## config.mk

```make
export PLATFORM = sky130hd
export DESIGN_NAME = div_unit
export DESIGN_NICKNAME = d
export VERILOG_FILES = /design/src/rtl/div_unit.sv
export SDC_FILE = /design/constraint.sdc
export NUM_CORES = 1
export LEC_CHECK = 0
export BUFFER_PORTS_ARGS = -buffer_cell sky130_fd_sc_hd__buf_4
export CORE_MARGIN = 4
export CORE_UTILIZATION = 62
export CTS_BUF_LIST = sky130_fd_sc_hd__clkbuf_16
export DETAILED_ROUTE_END_ITERATION = 8
export HOLD_SLACK_MARGIN = 0.15
export PLACE_DENSITY = 0.83
export SLEW_MARGIN = 20
export SYNTH_ARGS = -nofsm -noshare
export SYNTH_HDL_FRONTEND = slang
export SYNTH_SLANG_ARGS = --single-unit
```

## constraint.sdc

```tcl
create_clock -name clk -period 8 [get_ports clk]
set_input_delay 0.4 -clock clk [delete_from_list [all_inputs] [get_ports clk]]
set_output_delay 0.4 -clock clk [all_outputs]
set_load 0.03 [all_outputs]
```

## src/rtl/div_unit.sv

```systemverilog
// Iterative radix-2 restoring divider for RV32M DIV/DIVU/REM/REMU in the EXE stage.
// Stalls the pipeline while busy and presents a registered result for one cycle.
module div_unit #(
  parameter int XLEN  = 32,
  parameter int CNT_W = 5
) (
  input  logic            clk,
  input  logic            nrst,
  input  logic            exe_div_valid,
  input  logic [1:0]      exe_op,
  input  logic [XLEN-1:0] exe_rs1,
  input  logic [XLEN-1:0] exe_rs2,
  input  logic            abort,
  output logic            div_running,
  output logic            div_done,
  output logic [XLEN-1:0] div_result,
  output logic [1:0]      div_status
);

  typedef enum logic [1:0] {
    IDLE = 2'b00,
    BUSY = 2'b01,
    DONE = 2'b10
  } state_t;

  localparam logic [XLEN-1:0] INT_MIN  = {1'b1, {(XLEN-1){1'b0}}};
  localparam logic [XLEN-1:0] ALL_ONES = {XLEN{1'b1}};
  localparam logic [CNT_W-1:0] LAST_CNT = CNT_W'(XLEN - 1);

  state_t            state_reg, state_next;
  logic [CNT_W-1:0]  cnt_reg, cnt_next;
  logic [1:0]        op_reg, op_next;
  logic [XLEN-1:0]   divisor_reg, divisor_next;
  logic [XLEN-1:0]   rem_reg, rem_next;
  logic [XLEN-1:0]   quot_reg, quot_next;
  logic              q_neg_reg, q_neg_next;
  logic              r_neg_reg, r_neg_next;
  logic [XLEN-1:0]   result_reg, result_next;

  // Operand conditioning for a new instruction.
  logic              start_signed;
  logic              start_rem;
  logic [XLEN-1:0]   rs1_abs;
  logic [XLEN-1:0]   rs2_abs;
  logic              div_by_zero;
  logic              signed_ovf;

  // One restoring iteration on the current partial remainder/quotient.
  logic [XLEN:0]     rem_shift;
  logic [XLEN:0]     trial;
  logic              trial_ok;
  logic [XLEN-1:0]   rem_step;
  logic [XLEN-1:0]   quot_step;
  logic              fix_sign;
  logic [XLEN-1:0]   q_final;
  logic [XLEN-1:0]   r_final;

  always_comb begin
    start_signed = ~exe_op[0];
    start_rem    = exe_op[1];
    // Negating INT_MIN yields INT_MIN, which is still the right unsigned magnitude.
    rs1_abs      = (start_signed && exe_rs1[XLEN-1]) ? (~exe_rs1 + 1'b1) : exe_rs1;
    rs2_abs      = (start_signed && exe_rs2[XLEN-1]) ? (~exe_rs2 + 1'b1) : exe_rs2;
    div_by_zero  = (exe_rs2 == '0);
    signed_ovf   = start_signed && (exe_rs1 == INT_MIN) && (exe_rs2 == ALL_ONES);
  end

  always_comb begin
    rem_shift = {rem_reg, quot_reg[XLEN-1]};
    trial     = rem_shift - {1'b0, divisor_reg};
    trial_ok  = ~trial[XLEN];
    rem_step  = trial_ok ? trial[XLEN-1:0] : rem_shift[XLEN-1:0];
    quot_step = {quot_reg[XLEN-2:0], trial_ok};
    fix_sign  = ~op_reg[0];
    q_final   = (fix_sign && q_neg_reg) ? (~quot_step + 1'b1) : quot_step;
    r_final   = (fix_sign && r_neg_reg) ? (~rem_step + 1'b1) : rem_step;
  end

  always_comb begin
    state_next   = state_reg;
    cnt_next     = cnt_reg;
    op_next      = op_reg;
    divisor_next = divisor_reg;
    rem_next     = rem_reg;
    quot_next    = quot_reg;
    q_neg_next   = q_neg_reg;
    r_neg_next   = r_neg_reg;
    result_next  = result_reg;
    div_running  = 1'b0;
    div_done     = 1'b0;

    if (abort) begin
      state_next = IDLE;
    end else begin
      case (state_reg)
        IDLE: begin
          if (exe_div_valid) begin
            div_running = 1'b1;
            op_next     = exe_op;
            if (div_by_zero) begin
              state_next  = DONE;
              result_next = start_rem ? exe_rs1 : ALL_ONES;
            end else if (signed_ovf) begin
              state_next  = DONE;
              result_next = start_rem ? '0 : INT_MIN;
            end else begin
              state_next   = BUSY;
              cnt_next     = '0;
              rem_next     = '0;
              quot_next    = rs1_abs;
              divisor_next = rs2_abs;
              q_neg_next   = start_signed && (exe_rs1[XLEN-1] ^ exe_rs2[XLEN-1]);
              r_neg_next   = start_signed && exe_rs1[XLEN-1];
            end
          end
        end

        BUSY: begin
          div_running = 1'b1;
          rem_next    = rem_step;
          quot_next   = quot_step;
          cnt_next    = cnt_reg + 1'b1;
          if (cnt_reg == LAST_CNT) begin
            state_next  = DONE;
            cnt_next    = '0;
            result_next = op_reg[1] ? r_final : q_final;
          end
        end

        DONE: begin
          // The instruction leaves EXE on this edge, so a still-high valid is not a new start.
          div_done   = 1'b1;
          state_next = IDLE;
        end

        default: begin
          state_next = IDLE;
        end
      endcase
    end
  end

  always_ff @(posedge clk or negedge nrst) begin
    if (!nrst) begin
      state_reg   <= IDLE;
      cnt_reg     <= '0;
      op_reg      <= '0;
      divisor_reg <= '0;
      rem_reg     <= '0;
      quot_reg    <= '0;
      q_neg_reg   <= 1'b0;
      r_neg_reg   <= 1'b0;
      result_reg  <= '0;
    end else begin
      state_reg   <= state_next;
      cnt_reg     <= cnt_next;
      op_reg      <= op_next;
      divisor_reg <= divisor_next;
      rem_reg     <= rem_next;
      quot_reg    <= quot_next;
      q_neg_reg   <= q_neg_next;
      r_neg_reg   <= r_neg_next;
      result_reg  <= result_next;
    end
  end

  assign div_result = result_reg;
  assign div_status = state_reg;

endmodule
```

# Word-level counts from Yosys, hierarchy flattened
# Index checks and enable logic that the tools add are counted.
# word_totals
ff_bits	139
in_bits	70
output_inout_bits	36
elab_cells	90
# op_classes
n_addsub	6
eq_ne	12
n_mux	37
n_bitwise	11
reduce_logical	15
# ops
op	count
$mux 32	18
$pmux 32 s2	3
$add 32x1->32 const B	4
$not 32->32	4
$eq 32x32->1 const B	2
$sub 33x32->33	1
$logic_not 32->1	1
$mux 5	4
$reduce_and 5->1	3
$mux 2	5
$pmux 5 s2	1
$ne 3x3->1 const B	3
$ne 2x2->1 const B	4
$logic_and 1x1->1	7
$not 1->1	6
$add 5x1->5 const B	1
$eq 5x5->1 const B	1
$mux 1	4
$pmux 2 s2	1
$reduce_and 3->1	1
$eq 2x1->1 const B	1
$eq 2x2->1 const B	1
$logic_not 2->1	1
$pmux 1 s2	1
other kinds (3)	3

# Logic depth before layout (Yosys ltp)
# Gate-level depths: netlist of run 1.
# depth
word_depth	8
mapped_depth	24
mapped_depth_nobuf	22

# Worst setup path before layout of run 1
# OpenSTA, ideal clock, no wires.
# synth_timing
kind	reg2reg
startpoint	register quot_reg[31]
endpoint	register result_reg[26] (netlist: div_result[26])
t_arrival_ns	4.590
required_ns	7.906
slack_ns	3.316
stages_incl_launch_ff	24
n_path_buf	2
synth_period_minus_slack_ns	4.684
path_cell_list	dfrtp_1 inv_1 ha_1 inv_1 fa_1 a211oi_1 o211a_1 or4_4 a2111oi_4 o21a_4 nor2_8 inv_2 buf_6 buf_2 ha_1 nand2_1 or3_1 nor2b_1 and2_1 inv_1 o31a_1 xor2_1 o221ai_1 a211oi_1
# synth_via
elab_chain_len	8
word_cells_on_any_way	12
cone_classes	3 x add/sub; 6 x mux; 3 x bitwise
# synth_lines
element	line_no	rtl
from (decl)	35	logic [XLEN-1:0] quot_reg, quot_next;
from (signal assigned)	160	quot_reg <= quot_next;
$sub 33x32->33	70	trial = rem_shift - {1'b0, divisor_reg};
$mux 32 or $not 1->1 (tied branches)	72, 71	
$not 32->32, on equally long branches	76, 75	
$add 32x1->32, on equally long branches	76, 75	
$mux 32, on equally long branches	76, 75	
$mux 32 (*)	126	result_next = op_reg[1] ? r_final : q_final;
$mux 32 (*)	123	if (cnt_reg == LAST_CNT) begin
$pmux 32 s2 (*)	95	case (state_reg)
to (signal assigned)	163	result_reg <= result_next;
to (decl)	38	logic [XLEN-1:0] result_reg, result_next;
# Mark *: on every way between the ends. The rest lies on a longest branch, timed or not. The select of a mux whose other input is x is not followed.
# A chain may end at the register's enable or synchronous reset.

# Worst setup path after layout of run 1
# Ends and elaborated chain as after synthesis.

==> results of run 1 <==
## worst paths after layout
kind	slack, ns	to	startpoint	depth (start not counted)
worst max-delay path	2.57	div_result[26]$_DFFE_PN0P_	quot_reg[31]$_DFFE_PN0P_	21
worst min-delay path	0.18	div_status[0]$_DFFE_PN0P_	abort	2
worst max register to register	2.57	div_result[26]$_DFFE_PN0P_	quot_reg[31]$_DFFE_PN0P_	21
worst min register to register	0.50	div_result[13]$_DFFE_PN0P_	div_result[13]$_DFFE_PN0P_	2
max in group asynchronous	6.01	rem_reg[11]$_DFFE_PN0P_	nrst	3
min in group asynchronous	0.55	divisor_reg[28]$_DFFE_PN0P_	nrst	2
## worst max-delay path, delay by kind of cell (launching register included)
| family | cells | cell delay [ns] |
|---|---|---|
| flops | 1 | 0.38 |
| compound gates | 7 | 1.75 |
| fa+ha+maj | 3 | 0.76 |
| buf+inv | 4 | 0.64 |
| xor+xnor | 1 | 0.14 |
| simple gates | 6 | 1.65 |
## cell families after synthesis
group | Yosys count
AO/OA/AOI/OAI | 513
flip-flops | 139
XOR/XNOR | 124
adder cells (fa/ha/maj) | 40
buffers and inverters | 146
multiplexers | 36
AND/OR/NAND/NOR | 533
## per-stage QoR
step | util, % | instance area (um^2) | worst slack [ns]
after CTS | 70.9 | 13300 | 2.67
final | 70.9 | 13300 | 2.57
after detailed placement | 67.7 | 12700 | 2.71
after global routing | 70.9 | 13300 | 2.24
after global placement | 67.6 | 12700 | 2.86
after floorplan | - | 11900 | 3.32
## area by class of cell
cell class	instances	area (um^2)
multi-input combinational	1246	7820
fill	1545	5460
sequential	139	3480
timing repair buffer	119	900
clock buffer	17	425
tap	234	293
inverter	60	225
clock inverter	15	166
## routing by layer
layer | share of wire [%] | up-vias | track usage (%)
met1 | 43 | 5754 | 47.6
met3 | 7.3 | 114 | 5.87
met2 | 46 | 589 | 55.5
met5 | 0.035 | - | 0
li1 | - | 5658 | -
met4 | 3.9 | 2 | 11.7
## cells in the mapped netlist (11+ instances only)
cell / n
o21ai_0: 171
mux2i_1: 23
ha_1: 39
a211oi_1: 19
nor2b_1: 11
dfrtp_1: 139
nor2_1: 145
xor2_1: 57
o221ai_1: 18
nand2_1: 186
inv_1: 58
a21o_1: 15
xnor2_1: 67
o31ai_1: 29
clkbuf_1: 62
a21oi_1: 137
or3_1: 33
a31oi_1: 12
o21ai_1: 17
nor4_1: 15
nand3_1: 16
nor3_1: 38
nand4_1: 25
## report_power, final
group	leakage, uW	internal [uW]	switching (uW)	total (uW)
sequential	0.00181	894	211	1110
combinational	0.00357	1240	2220	3460
clock	0.000276	464	346	810
total	0.00566	2590	2780	5370
## repair_timing
| action | in CTS | in global routing |
|---|---|---|
| hold buffers | 1 | 0 |
| resized for setup | 0 | 0 |
| hold endpoints to repair | 69 | 0 |
==> impl_metrics.yaml, run 1 <==
detailed_routing:
  vias: 12100
  first_pass_iters: 5
  ant_nets: 0
  drc: 0
  wl_mm: 37.4
  drtIter0Drc: 1372
  wire_per_inst_um: 20.4
  vias_per_cell: 6.62
timing:
  hold_ws_ns: 0.179
  slew_headroom_pct: 27.4
  min_period_ns: 5.43
  worst_pin_slew_ns: 1.08
  rsz0062_at_grt: "no"
  finalCritPeriodShare_pct: 67.9
  finalHoldViolations: 0
  setup-violations-final: 0
  finClkSkew_ns: 0.0107
  fmax_mhz: 184
  final_max_slew_viol_count: 0
  fin_setup_tns_ns: 0
floorplan:
  die_area_um2: 21400
  die_w_um: 146
  ios: 106
  row_count: 50
  initial_core_util_pct: 63.2
  die_h_um: 146
  core-area_um2: 18800
worst_setup_path:
  criticalPathCategory: "reg -> reg"
  worst_path_most_repeated_cell: "inv_1"
  cp_cell_sequence: "inv_1, ha_1, inv_1, fa_1, a211oi_1, o211a_1, or4_4, a2111oi_4, o21a_4, nor2_8, inv_2, ha_1, nand2_1, or3_1, nor2b_1, and2_1, inv_1, o31a_1, xor2_1, o221ai_1, a211oi_1"
  worstSetupStartpointType: "flip-flop"
  arrival_ns: 5.77
  crit_slowest_cell: "or4_4"
  cp-end-kind: "flip-flop"
  crit_fanout: 30
  critical-path-max-stage-delay_ns: 0.58
  crit_required_ns: 8.34
global_route:
  grt_pass1_wl_mm: 60.1
  grt-ovfl-total: 0
  grt_pass1_vias: 11300
  antenna_found_initial: 1
  grtUsageTotal_pct: 34.5
  grt_max_degree: 75
yosys:
  synth_top_cell_by_area: "dfrtp_1"
  muxShareOfSynthArea_pct: 3.29
  synth_edf_count: 0
  synthFlopType: "dfrtp_1"
  synth-xor-area-share_pct: 9.15
  synth_top_area_share_pct: 29.3
  syn_nets: 1641
  syn_inst: 1531
  avgSynthCellArea_um2: 7.75
  netlist_top_cells_area: "dfrtp_1 29%, o21ai_0 7.2%, nand2_1 5.9%"
  ys_types: 92
  synth_async_sr_flop_share_pct: 100
  yosys.area_share.simple_pct: 21.4
  synth_compound_area_share_pct: 27.5
  synth_warnings: 0
  seq_area_frac_synth_pct: 29.3
  netlist_area_um2: 11900
  synth_top_family_by_area: "compound AO/OA/AOI/OAI gates"
  synth-seq-cells: 139
  synthAdderAreaFrac_pct: 4.28
finish:
  layout_common_cells: "185 x nand2_1, 171 x o21ai_0, 145 x nor2_1, 139 x dfrtp_1, 137 x a21oi_1"
  syn_to_final_growth_pct: 12.1
  drive_gt1_share_pct: 12.8
  fin_nets: 1693
  instances_no_fill: 1830
  mostFrequentLayoutCell: "nand2_1"
  antenna_cells: 0
place:
  globalplace.congestion: 1.00
  dp.cells: 1797
  io_buffers: 105
  dp_hpwl_mm: 28.2
power_and_ir_drop:
  finalPower_uw: 5370
  powerDensity_nw_per_um2: 404
  ir_drop_mv: 0.327
  leakagePower_uw: 0.00566
clock_tree:
  clock-sinks: 139
  cts-root-buf: "clkbuf_16"
  cts_max_level: 4
  clk_latency_ns: 0.44
  cts_setup_buffers: 0
  clock_path_buffers: 2
  clkSlewWorstSetupHoldPaths_ns: 0.06
  cts_buffers: 17
  cts_tree: "done"
run_status:
  status: "finished clean"
run:
  maxCapViolCount: 0
min_path:
  hp-class: "in -> reg"
Note: power is estimated with default switching activity, not from simulation.
==> run 2, diff against run 1 <==
Settings changed: CORE_UTILIZATION 62 to 56, PLACE_DENSITY 0.83 to 0.79.
Clock period 8 ns to 4.8 ns, I/O delays scaled along.
==> impl_metrics.yaml, run 2 (synthesized netlist as in run 1, its figures left out) <==
timing:
  fmax_mhz: 218
  fin_setup_tns_ns: 0
  finalHoldViolations: 0
  finalCritPeriodShare_pct: 95.6
  final_max_slew_viol_count: 0
  hold_ws_ns: 0.150
  setup-violations-final: 0
  worst_pin_slew_ns: 1.07
  finClkSkew_ns: 0.0103
  slew_headroom_pct: 28.6
  min_period_ns: 4.59
worst_setup_path:
  worstSetupStartpointType: "flip-flop"
  crit_fanout: 8
  r2r_end: "div_result[20]$_DFFE_PN0P_"
  crit_required_ns: 5.13
  criticalPathCategory: "reg -> reg"
  cp-end-kind: "flip-flop"
  r2r_start: "quot_reg[31]$_DFFE_PN0P_"
  r2r_cells: 23
  arrival_ns: 4.92
  regToRegSetupSlack_ns: 0.21
power_and_ir_drop:
  internal_power_uw: 4690
  ir_drop_mv: 0.723
  p_sw_share_pct: 50.5
  powerDensity_nw_per_um2: 684
  finalPower_uw: 9480
  leakagePower_uw: 0.00593
  seqPwrFrac_pct: 19.5
  pwr-share-comb_pct: 65.5
  clkPwrFrac_pct: 15.0
  switchingPower_uw: 4790
run_status:
  status: "finished clean"
clock_tree:
  clkSlewWorstSetupHoldPaths_ns: 0.06
  clk_latency_ns: 0.44
  cts_buffers: 17
  clock-sinks: 139
  clock_path_buffers: 2
  cts-root-buf: "clkbuf_16"
  cts_max_level: 4
  cts_tree: "done"
run:
  maxCapViolCount: 0
min_path:
  worstHoldStart: "exe_rs2[29]"
  worstHoldEndpoint: "divisor_reg[29]$_DFFE_PN0P_"
  hp-class: "in -> reg"
  hold_depth: 3
finish:
  instances_no_fill: 1918
  drive_gt1_share_pct: 14.6
  mostFrequentLayoutCell: "nand2_1"
  layout_common_cells: "185 x nand2_1, 171 x o21ai_0, 148 x buf_4, 145 x nor2_1, 139 x dfrtp_1"
  fin_nets: 1745
  seq_area_um2: 3480
  antenna_cells: 0
  fillers: 1798
  syn_to_final_growth_pct: 16.7
  multi_input_area_um2: 7840
detailed_routing:
  wl_mm: 39.6
  drc: 0
  ant_nets: 0
  vias_per_cell: 6.40
  vias: 12300
  drtIter0Drc: 1503
  first_pass_iters: 8
  wire_per_inst_um: 20.6
floorplan:
  die_w_um: 154
  die_h_um: 154
  initial_core_util_pct: 57.7
  row_count: 52
  die_area_um2: 23600
  ios: 106
  core-area_um2: 20600
place:
  dp_hpwl_mm: 29.1
  globalplace.congestion: 1.01
  dp.cells: 1862
  io_buffers: 105
global_route:
  grtUsageTotal_pct: 32.8
  antenna_found_initial: 0
  grt_pass1_wl_mm: 62.8
  grt_pass1_vias: 11500
  grt-ovfl-total: 0
  grt_max_degree: 100
-- run 2: per-stage QoR --
step / cell area [um^2] / setup WS (ns) / utilization, %
floorplan: 11900 / 0.116 / -
global placement: 13000 / 0.126 / 63.1
detailed placement: 13000 / -0.0257 / 63.1
CTS: 13800 / 0.000716 / 67.1
global route: 13900 / -0.0102 / 67.4
finish: 13900 / 0.212 / 67.4
-- run 2: timing repair --
| action | CTS | global route |
|---|---|---|
| hold endpoints to repair | 117 | 0 |
| buffers inserted | 1 | 3 |
| endpoints found under the setup margin | 1 | 10 |
| hold buffers | 20 | 0 |
| resized for setup | 0 | 9 |
| pin swaps | 2 | 4 |
-- run 2: worst max-delay path by stage --
stage	startpoint	end	slack, ns	cells past startpoint
2_1_floorplan	quot_reg[31]$_DFFE_PN0P_	div_result[26]$_DFFE_PN0P_	0.12	23
3_3_place_gp	quot_reg[31]$_DFFE_PN0P_	div_result[26]$_DFFE_PN0P_	0.13	21
3_5_place_dp	quot_reg[31]$_DFFE_PN0P_	div_result[26]$_DFFE_PN0P_	-0.03	21
4_1_cts	quot_reg[31]$_DFFE_PN0P_	div_result[26]$_DFFE_PN0P_	0.0007	21
5_1_grt	divisor_reg[0]$_DFFE_PN0P_	div_result[26]$_DFFE_PN0P_	-0.01	21
6_report	quot_reg[31]$_DFFE_PN0P_	div_result[20]$_DFFE_PN0P_	0.21	23
-- run 2: power by group through the flow --
stage	clock, uW	sequential, uW	combinational, uW
global route	1470	1880	6710
floorplan	0	1890	4210
global placement	0	1840	5860
CTS	1420	1830	6000
detailed placement	0	1850	5930
finish	1420	1850	6210
-- run 2: layout make-up --
type,count,area share [%]
clock inverters,15,1.32
repair buffers,171,9.83
clock buffers,17,3.07
inverters,60,1.64
multi-input cells,1246,56.6
well taps,270,2.44
flip-flops and latches,139,25.1
-- run 2: routing by layer --
layer | up-vias | share of wire, % | global-route usage [%]
met4 | 0 | 3.3 | 10.3
met2 | 602 | 47 | 52.7
met1 | 5810 | 42 | 45.0
li1 | 5744 | - | -
met3 | 110 | 8.0 | 6.07
met5 | - | 0 | 0
-- run 2: worst max-delay path, stage by stage (launching register included) --
cell,delay [ns]
dfrtp_1,0.35
inv_1,0.07
ha_1,0.20
inv_1,0.07
fa_2,0.22
a211oi_1,0.11
o211a_1,0.25
or4_4,0.57
a2111oi_4,0.47
nor3_2,0.17
nor2_8,0.15
inv_4,0.07
buf_4,0.17
nor2_1,0.15
a21oi_2,0.07
ha_2,0.18
nand2_1,0.06
a21oi_1,0.04
a31oi_2,0.34
nor2_4,0.10
buf_4,0.15
a21oi_1,0.18
xor2_1,0.12
o31ai_1,0.24
==> run 3, diff against run 2 <==
Settings changed: CORE_ASPECT_RATIO set to 0.9.
==> impl_metrics.yaml, run 3 (synthesized netlist as in run 1, its figures left out) <==
clock_tree:
  cts_buffers: 17
  cts-root-buf: "clkbuf_16"
  cts_max_level: 4
  clock_path_buffers: 2
  cts_tree: "done"
  clock-sinks: 139
  clkSlewWorstSetupHoldPaths_ns: 0.06
  clk_latency_ns: 0.44
power_and_ir_drop:
  powerDensity_nw_per_um2: 670
  ir_drop_mv: 0.516
  leakagePower_uw: 0.00589
  finalPower_uw: 9230
worst_setup_path:
  worstSetupStartpointType: "flip-flop"
  critical-path-max-stage-delay_ns: 0.49
  crit_cells: 19
  regToRegSetupSlack_ns: 0.35
  arrival_ns: 4.79
  cp_top_family: "compound AO/OA/AOI/OAI gates"
  criticalPathCategory: "reg -> reg"
  path_buf_inv: 3
  cp-end-kind: "flip-flop"
  crit_slowest_cell: "nor3_2"
  crit_fanout: 8
  cp_cell_sequence: "ha_1, a21oi_1, o21ai_0, a221oi_1, o21ai_0, buf_4, nor3_2, nor2_8, inv_6, ha_1, nand2_1, or3_4, nor2b_2, and2_4, inv_1, o31a_1, xor2_1, o221ai_1, a211oi_1"
  r2r_cells: 19
  crit_required_ns: 5.14
min_path:
  hp-class: "in -> reg"
  hold_depth: 4
global_route:
  antenna_found_initial: 1
  grtUsageTotal_pct: 32.3
  grt_max_degree: 102
  grt_pass1_vias: 11600
  grt-ovfl-total: 0
  grt_pass1_wl_mm: 61.8
detailed_routing:
  drc: 0
  wl_mm: 38.4
  vias_per_cell: 6.31
  drtIter0Drc: 1420
  wire_per_inst_um: 19.9
  ant_nets: 0
  first_pass_iters: 6
  vias: 12200
timing:
  final_max_slew_viol_count: 0
  hold_ws_ns: 0.152
  setup-violations-final: 0
  finClkSkew_ns: 0.0108
  fin_setup_tns_ns: 0
  worst_pin_slew_ns: 1.05
  finalHoldViolations: 0
  finalCritPeriodShare_pct: 92.6
  min_period_ns: 4.45
  fmax_mhz: 225
  slew_headroom_pct: 30.1
  fin_ws_ns: 0.353
  rsz0062_at_grt: "no"
floorplan:
  initial_core_util_pct: 57.0
  core-area_um2: 20800
  ios: 106
  die_h_um: 146
  row_count: 50
  die_area_um2: 23600
  die_w_um: 161
finish:
  syn_to_final_growth_pct: 16.2
  final_util_pct: 66.2
  layout_common_cells: "185 x nand2_1, 170 x o21ai_0, 146 x buf_4, 145 x nor2_1, 139 x dfrtp_1"
  drive_gt1_share_pct: 14.4
  mostFrequentLayoutCell: "nand2_1"
  fin_nets: 1740
  fillers: 1812
  seq_area_um2: 3480
  multi_input_area_um2: 7830
run:
  maxCapViolCount: 0
place:
  io_buffers: 105
  dp_hpwl_mm: 28.7
  globalplace.congestion: 0.980
  dp_slack_ns: 0.105
run_status:
  status: "finished clean"
[run 3: report_power, final]
group          switching, uW  internal, uW
clock                    538           806
sequential               356          1490
combinational           3800          2240
total                   4700          4540
[run 3: cell type report]
type                    instances  area share [%]
well taps                     286            2.60
diodes                          1          0.0181
clock inverters                14            1.13
multi-input cells            1246            56.8
repair buffers                166            9.48
flip-flops and latches        139            25.2
clock buffers                  17            3.09
inverters                      60            1.67
[run 3: timing repair]
action,CTS,global route
hold buffers,18,0
endpoints found under the hold margin,117,0
setup buffers,0,1
endpoints found under the setup margin,0,11
resized for setup,0,9
[run 3: worst paths after layout]
path                                               end                 startpoint
setup / recovery            div_result[26]$_DFFE_PN0P_    rem_reg[26]$_DFFE_PN0P_
hold / removal             divisor_reg[18]$_DFFE_PN0P_                exe_rs2[18]
setup reg to reg            div_result[26]$_DFFE_PN0P_    rem_reg[26]$_DFFE_PN0P_
hold reg to reg              div_result[0]$_DFFE_PN0P_  div_result[0]$_DFFE_PN0P_
max in group asynchronous      rem_reg[18]$_DFFE_PN0P_                       nrst
min in group asynchronous  divisor_reg[31]$_DFFE_PN0P_                       nrst
[run 3: worst reg2reg max path, stage by stage (launching register included)]
cell      delay [ns]
dfrtp_1         0.44
ha_1            0.39
a21oi_1         0.26
o21ai_0         0.18
a221oi_1        0.37
o21ai_0         0.16
buf_4           0.18
nor3_2          0.49
nor2_8          0.07
inv_6           0.11
ha_1            0.17
nand2_1         0.07
or3_4           0.38
nor2b_2         0.15
and2_4          0.17
inv_1           0.05
o31a_1          0.24
xor2_1          0.12
o221ai_1        0.13
a211oi_1        0.23
[run 3: through the flow]
stage | cell area [um^2] | std cells
floorplan | 11900 | 1531
global placement | 13000 | 1878
detailed placement | 13000 | 1878
CTS | 13800 | 1927
global route | 13800 | 1928
finish | 13800 | 1929
[run 3: routing by layer]
metal	up-vias	wire length [um]	global-route usage [%]
met5	-	7	0
met4	2	1060	9.42
met3	94	3450	6.66
met2	564	17300	49.5
met1	5771	16600	46.3
li1	5746	-	-
